===== src/rtl/display_mode_ctrl.sv =====
// Display mode sequencer for the bike computer: short press advances the mode on release,
// long press clears the trip, optional idle auto-scroll, and overspeed lamp blinking.
module display_mode_ctrl #(
  parameter int unsigned NUM_MODES       = 4,
  parameter int unsigned SPEED_WIDTH     = 7,
  parameter int unsigned OVERSPEED       = 65,
  parameter int unsigned STOP_SPEED      = 6,
  parameter int unsigned LONG_PRESS_SEC  = 2,
  parameter int unsigned AUTO_SCROLL_SEC = 4,
  localparam int unsigned MODE_W = (NUM_MODES > 2) ? $clog2(NUM_MODES) : 1
) (
  input  logic                   clock,
  input  logic                   reset,
  input  logic                   mode_pulse,
  input  logic                   mode_level,
  input  logic                   half_sec_pulse,
  input  logic                   sec_pulse,
  input  logic [SPEED_WIDTH-1:0] speed,
  input  logic                   speed_valid,
  input  logic                   auto_scroll_en,
  output logic [MODE_W-1:0]      mode_sel,
  output logic [NUM_MODES-1:0]   lamps,
  output logic                   refresh,
  output logic                   col,
  output logic                   clear_trip,
  output logic                   en_trip
);
  localparam int unsigned IDLE_W = (AUTO_SCROLL_SEC > 2) ? $clog2(AUTO_SCROLL_SEC) : 1;
  localparam logic [MODE_W-1:0] MODE_LAST = MODE_W'(NUM_MODES - 1);
  localparam logic [MODE_W-1:0] MODE_TIM  = MODE_W'(2);
  localparam logic [3:0]        HOLD_LAST = 4'(LONG_PRESS_SEC - 1);
  localparam logic [IDLE_W-1:0] IDLE_LAST =
      IDLE_W'((AUTO_SCROLL_SEC == 0) ? 0 : AUTO_SCROLL_SEC - 1);
  localparam bit AUTO_ON = (AUTO_SCROLL_SEC != 0);
  localparam bit HAS_TIM = (NUM_MODES > 2);

  typedef enum logic [1:0] {StIdle, StPressed, StLong} state_e;

  state_e                 r_state, w_state_next;
  logic [3:0]             r_hold_cnt, w_hold_next;
  logic [IDLE_W-1:0]      r_idle_cnt, w_idle_next;
  logic [MODE_W-1:0]      r_mode_sel, w_mode_inc;
  logic [SPEED_WIDTH-1:0] r_speed;
  logic [NUM_MODES-1:0]   r_lamps, w_lamps_next;
  logic r_blink, r_refresh, r_col, r_clear_trip, r_en_trip, r_adv_q, r_rst_q;
  logic w_release_adv, w_clear_next, w_auto_adv, w_adv, w_overblink, w_col_next;

  always_ff @(posedge clock) begin
    if (reset) begin
      r_state    <= StIdle;
      r_hold_cnt <= '0;
    end else begin
      r_state    <= w_state_next;
      r_hold_cnt <= w_hold_next;
    end
  end

  always_comb begin
    w_state_next  = r_state;
    w_hold_next   = r_hold_cnt;
    w_release_adv = 1'b0;
    w_clear_next  = 1'b0;
    case (r_state)
      StIdle: begin
        if (mode_pulse) begin
          w_state_next = StPressed;
          w_hold_next  = '0;
        end
      end
      StPressed: begin
        // Release wins over a coincident sec_pulse; the mode advances on release only.
        if (!mode_level) begin
          w_state_next  = StIdle;
          w_release_adv = 1'b1;
        end else if (sec_pulse) begin
          if (r_hold_cnt == HOLD_LAST) begin
            w_state_next = StLong;
            w_clear_next = 1'b1;
          end else begin
            w_hold_next = r_hold_cnt + 4'd1;
          end
        end
      end
      StLong: begin
        if (!mode_level) w_state_next = StIdle;
      end
      default: w_state_next = StIdle;
    endcase
  end

  // A button pulse on the terminal idle second cancels the auto-advance.
  assign w_auto_adv = AUTO_ON && (r_state == StIdle) && auto_scroll_en && sec_pulse &&
                      !mode_pulse && (r_idle_cnt == IDLE_LAST);
  assign w_adv      = w_release_adv | w_auto_adv;
  assign w_mode_inc = (r_mode_sel == MODE_LAST) ? '0 : r_mode_sel + MODE_W'(1);

  always_comb begin
    w_idle_next = r_idle_cnt;
    if (!AUTO_ON || !auto_scroll_en || mode_pulse || w_adv) begin
      w_idle_next = '0;
    end else if ((r_state == StIdle) && sec_pulse) begin
      w_idle_next = r_idle_cnt + IDLE_W'(1);
    end
  end

  assign w_overblink  = r_blink && (32'(r_speed) > OVERSPEED);
  assign w_lamps_next = w_overblink ? '1 : (NUM_MODES'(1) << r_mode_sel);
  assign w_col_next   = (HAS_TIM && (r_mode_sel == MODE_TIM)) ? (r_col ^ r_refresh) : 1'b0;

  always_ff @(posedge clock) begin
    if (reset) begin
      r_idle_cnt   <= '0;
      r_mode_sel   <= '0;
      r_speed      <= '0;
      r_blink      <= 1'b0;
      r_lamps      <= '0;
      r_refresh    <= 1'b0;
      r_col        <= 1'b0;
      r_clear_trip <= 1'b0;
      r_en_trip    <= 1'b0;
      r_adv_q      <= 1'b0;
      r_rst_q      <= 1'b1;
    end else begin
      r_idle_cnt <= w_idle_next;
      if (w_adv) r_mode_sel <= w_mode_inc;
      if (speed_valid) r_speed <= speed;
      if (half_sec_pulse) r_blink <= ~r_blink;
      r_lamps      <= w_lamps_next;
      // r_rst_q marks the first cycle out of reset so the display redraws once.
      r_refresh    <= sec_pulse | r_adv_q | r_rst_q;
      r_col        <= w_col_next;
      r_clear_trip <= w_clear_next;
      r_en_trip    <= (32'(r_speed) >= STOP_SPEED);
      r_adv_q      <= w_adv;
      r_rst_q      <= 1'b0;
    end
  end

  assign mode_sel   = r_mode_sel;
  assign lamps      = r_lamps;
  assign refresh    = r_refresh;
  assign col        = r_col;
  assign clear_trip = r_clear_trip;
  assign en_trip    = r_en_trip;

endmodule

===== config.mk =====
export PLATFORM = sky130hd
export DESIGN_NAME = display_mode_ctrl
export DESIGN_NICKNAME = d
export VERILOG_FILES = /design/src/rtl/display_mode_ctrl.sv
export SDC_FILE = /design/constraint.sdc
export NUM_CORES = 1
export LEC_CHECK = 0
export CAP_MARGIN = 20
export CELL_PAD_IN_SITES_DETAIL_PLACEMENT = 0
export CELL_PAD_IN_SITES_GLOBAL_PLACEMENT = 1
export CORE_MARGIN = 1.5
export CORE_UTILIZATION = 40
export DETAILED_ROUTE_END_ITERATION = 12
export PLACE_DENSITY = 0.86
export SYNTH_ARGS = -nofsm -noshare
export SYNTH_HDL_FRONTEND = slang
export SYNTH_SLANG_ARGS = --single-unit

===== constraint.sdc =====
create_clock -name clock -period 2.5 [get_ports clock]
set_clock_uncertainty 0.2 [all_clocks]
set_input_delay 0.5 -clock clock [delete_from_list [all_inputs] [get_ports clock]]
set_output_delay 0.5 -clock clock [all_outputs]
set_load 0.02 [all_outputs]

==> metrics.txt <==
# TYPE chip_impl_metric gauge
chip_impl_info{name="run_status",value="completed"} 1
chip_impl_metric{name="dieArea",unit="µm²"} 3265
chip_impl_metric{name="worst_ep_required_time",unit="ns"} 1.80
chip_impl_metric{name="synthesis.nets",unit=""} 148
chip_impl_metric{name="buffer_ports.inserted",unit=""} 23
chip_impl_info{name="critical_path.startpoint_type",value="flip-flop"} 1
chip_impl_metric{name="cts-hold-fix-buffers",unit=""} 0
chip_impl_metric{name="chipHeight",unit="µm"} 57.14
chip_impl_metric{name="route.final.wire_length",unit="µm"} 2106
chip_impl_metric{name="rows",unit=""} 19
chip_impl_metric{name="regArea",unit="µm²"} 540.5
chip_impl_metric{name="finalCoreUtilization",unit="%"} 52.95
chip_impl_metric{name="p_per_area",unit="nW/µm²"} 516.6
chip_impl_metric{name="avgRoutedWirePerCell",unit="µm"} 11.70
chip_impl_metric{name="die-width",unit="µm"} 57.14
chip_impl_metric{name="postCtsSetupRepairBufs",unit=""} 0
chip_impl_metric{name="number_of_buffer_and_inverter_instances_along_the_worst_setup_path",unit=""} 1
chip_impl_metric{name="period_utilisation_layout",unit="%"} 84.53
chip_impl_metric{name="clkTransAtPathRegs",unit="ns"} 0.15
chip_impl_info{name="yosys_most_used_dff",value="sky130_fd_sc_hd__dfxtp_1"} 1
chip_impl_metric{name="async_reset_ff_share",unit="%"} 0
chip_impl_metric{name="globalRouteOverflowTotal",unit=""} 0
chip_impl_metric{name="timing_hold_violations_final",unit=""} 0
chip_impl_metric{name="drv_cap",unit=""} 0
chip_impl_info{name="critical_path.endpoint_type",value="output pin"} 1
chip_impl_metric{name="vdd.ir_drop.worst",unit="V"} 0.0003654
chip_impl_info{name="rr_startpoint",value="r_hold_cnt[1]"} 1
chip_impl_info{name="cp_slowest_cell",value="sky130_fd_sc_hd__clkdlybuf4s50_1"} 1
chip_impl_metric{name="n_antenna_cell",unit=""} 0
chip_impl_metric{name="setup-tns-final",unit="ns"} 0
chip_impl_metric{name="core_area",unit="µm²"} 2758
chip_impl_metric{name="timing.final.ws_setup",unit="ns"} 0.3868
chip_impl_metric{name="number_of_global_route_vias_before_repair",unit=""} 842
chip_impl_info{name="path_delay_family",value="buffers and inverters"} 1
chip_impl_metric{name="synth-edff-count",unit=""} 0
chip_impl_metric{name="dp.cells",unit=""} 176
chip_impl_metric{name="cts_max_level",unit=""} 1
chip_impl_metric{name="fillCellCount",unit=""} 267
chip_impl_metric{name="worst_slew_pin_slew",unit="ns"} 0.4466
chip_impl_metric{name="route.detailed.vias_per_inst",unit=""} 5.161
chip_impl_metric{name="worst_skew_pair.late_latency",unit="ns"} 0.32
chip_impl_metric{name="rr_worst_depth",unit=""} 6
chip_impl_metric{name="drt-pass1-iter-count",unit=""} 4
chip_impl_metric{name="synth.yosys.warnings",unit=""} 0
chip_impl_metric{name="syn-cell-area",unit="µm²"} 1172
chip_impl_info{name="reg2reg_to",value="r_hold_cnt[1]"} 1
chip_impl_metric{name="cts_num_sinks",unit=""} 27
chip_impl_metric{name="total_via_count_in_the_routed_design",unit=""} 929
chip_impl_metric{name="drt_iter0_markers",unit=""} 40
chip_impl_metric{name="final_net_count",unit=""} 172
chip_impl_metric{name="global_route_wire_length_before_repair",unit="µm"} 3594
chip_impl_metric{name="floorplan.initialDensity",unit="%"} 42.51
chip_impl_metric{name="fin_crit",unit="ns"} 2.113
chip_impl_metric{name="drive_gt1_share",unit="%"} 6.711
chip_impl_info{name="hp-start",value="r_rst_q"} 1
chip_impl_info{name="grt_setup_unrepaired",value="false"} 1
chip_impl_metric{name="cts_buffer_count",unit=""} 3
chip_impl_info{name="worst_hold_path_type",value="reg2reg"} 1
chip_impl_metric{name="post_synth.cell_area_avg",unit="µm²"} 9.305
chip_impl_metric{name="synthesis.instances",unit=""} 126
chip_impl_metric{name="synthDistinctLibCells",unit=""} 33
chip_impl_metric{name="setup-violations-final",unit=""} 0
chip_impl_metric{name="antenna_violations_before_repair",unit=""} 0
chip_impl_metric{name="crit_path_max_fanout",unit=""} 5
chip_impl_metric{name="total_area_of_multi_input_combinational_cells",unit="µm²"} 586.8
chip_impl_metric{name="final_number_of_max_transition_violations",unit=""} 0
chip_impl_metric{name="power.static_leakage",unit="nW"} 0.5736
chip_impl_metric{name="postSynthRegisterBits",unit=""} 27
chip_impl_metric{name="r2r_slack",unit="ns"} 0.62
chip_impl_metric{name="synth.yosys.seq_area_share",unit="%"} 46.10
chip_impl_info{name="whs_endpoint",value="refresh"} 1
chip_impl_metric{name="max-slew-margin-rel",unit="%"} 70.18
chip_impl_info{name="cts_tree",value="done"} 1
chip_impl_metric{name="worst_hold_path.num_cells",unit=""} 2
chip_impl_metric{name="cts_resized",unit=""} 0
chip_impl_metric{name="routabilityCongestion",unit=""} 0.7764
chip_impl_info{name="clock_tree.root_cell",value="sky130_fd_sc_hd__clkbuf_4"} 1
chip_impl_metric{name="flow.area_growth_from_synthesis",unit="%"} 24.55
chip_impl_metric{name="arrival",unit="ns"} 1.41
chip_impl_metric{name="max_stage_delay",unit="ns"} 0.65
chip_impl_metric{name="preCtsSetupSlack",unit="ns"} 0.3106
chip_impl_metric{name="postRouteAntennaNets",unit=""} 0
chip_impl_metric{name="grt_max_degree",unit=""} 17
chip_impl_metric{name="global_route_usage_sum",unit="%"} 13.85
chip_impl_metric{name="place.detailed.hpwl",unit="µm"} 1568
chip_impl_metric{name="fmax",unit="GHz"} 0.4732
chip_impl_info{name="worst_path_cell_chain",value="clkdlybuf4s50_1"} 1
chip_impl_metric{name="layoutNonFillerInstCount",unit=""} 180
chip_impl_metric{name="cts_max_path_bufs",unit=""} 2
chip_impl_metric{name="drc",unit=""} 0
chip_impl_metric{name="boundaryPins",unit=""} 25
chip_impl_info{name="critical_path_class",value="reg2out"} 1
==> cell usage after synthesis (all sizes together) (2+ instances only) <==
cell type | count | share of area, %
o21ai | 4 | 1.7
a31oi | 2 | 1.1
nand2 | 7 | 2.2
nor2 | 20 | 6.4
nand3 | 4 | 1.7
nor3b | 2 | 1.7
ha | 7 | 7.5
nor2b | 2 | 1.1
inv | 5 | 1.6
nor3 | 6 | 2.6
buf | 3 | 1.3
a21oi | 4 | 1.7
dfxtp | 27 | 46
xnor2 | 3 | 2.2
mux2i | 9 | 7.7
clkbuf | 3 | 0.96
nor4 | 4 | 2.1
nand4 | 2 | 1.1
==> layer usage <==
| metal | part of all wire [%] | global-route usage (%) | routed length, µm |
|---|---|---|---|
| met1 | 48 | 19.21 | 1021 |
| met2 | 45 | 21.51 | 947 |
| met3 | 5.2 | 2.041 | 109 |
| met4 | 1.3 | 5.980 | 28 |
| met5 | 0 | 0 | 0 |
==> layout by cell type (no fill, tap or decap), types with 2 or more instances in the layout <==
| cell | instances |
|---|---|
| sky130_fd_sc_hd__a21oi_1 | 4 |
| sky130_fd_sc_hd__a31oi_1 | 2 |
| sky130_fd_sc_hd__buf_4 | 2 |
| sky130_fd_sc_hd__clkbuf_4 | 3 |
| sky130_fd_sc_hd__clkdlybuf4s50_1 | 23 |
| sky130_fd_sc_hd__dfxtp_1 | 27 |
| sky130_fd_sc_hd__ha_1 | 7 |
| sky130_fd_sc_hd__inv_1 | 5 |
| sky130_fd_sc_hd__mux2i_1 | 9 |
| sky130_fd_sc_hd__nand2_1 | 7 |
| sky130_fd_sc_hd__nand3_1 | 4 |
| sky130_fd_sc_hd__nand4_1 | 2 |
| sky130_fd_sc_hd__nor2_1 | 20 |
| sky130_fd_sc_hd__nor2b_1 | 2 |
| sky130_fd_sc_hd__nor3_1 | 6 |
| sky130_fd_sc_hd__nor4_1 | 4 |
| sky130_fd_sc_hd__o21ai_1 | 3 |
| sky130_fd_sc_hd__xnor2_1 | 3 |
==> kinds of logic (layout without fill, tap and decap cells) <==
group / after synthesis / after routing / share of synthesized area, %
DFF: 27 / 27 / 46.10
adders and majority gates: 7 / 7 / 7.470
AOI/OAI and AO/OA: 14 / 14 / 7.790
buffers and inverters: 11 / 34 / 3.843
xor gates and xnor gates: 3 / 3 / 2.242
and+or+nand+nor: 54 / 54 / 23.91
muxes: 10 / 10 / 8.645
==> worst max-delay path by stage <==
stage / startpoint / endpoint / slack, ns / cells past startpoint
after detailed placement: sec_pulse / mode_sel[0] / 0.31 / 5
after global placement: sec_pulse / mode_sel[0] / 0.34 / 5
final: mode_sel[0] / mode_sel[0] / 0.39 / 1
after global routing: mode_sel[0] / mode_sel[0] / 0.31 / 1
after floorplan: r_hold_cnt[1] / r_hold_cnt[1] / 0.83 / 6
after CTS: mode_sel[0] / mode_sel[0] / 0.36 / 1
==> power by group <==
| part | switching [mW] | total (mW) | internal (mW) |
|---|---|---|---|
| clock | 0.126 | 0.188 | 0.0612 |
| sequential | 0.0137 | 0.462 | 0.448 |
| combinational | 0.0486 | 0.105 | 0.0561 |
==> area by class of cell <==
cell class	count	area share (%)
timing repair buffer	25	16.80
clock buffer	3	1.542
inverter	5	1.285
tap	31	2.656
sequential	27	37.02
clock inverter	1	0.5141
multi-input combinational	88	40.19
==> stage by stage <==
stage,instance area (µm²),total power [mW],hold slack [ns]
final,1460,0.7543,0.2598
after global routing,1460,0.7930,0.3175
after CTS,1460,0.7685,0.2655
after detailed placement,1430,0.5761,0.2303
after global placement,1430,0.5741,0.2336
after floorplan,1172,0.5286,0.2154
==> registers in the layout, indices dropped and copies added, names as in the netlist <==
name,cells
r_speed,6
lamps,4
r_hold_cnt,4
mode_sel,2
r_idle_cnt,2
r_state,2
clear_trip,1
col,1
en_trip,1
r_adv_q,1
r_blink,1
r_rst_q,1
refresh,1
(Power assumes the default switching activity.)
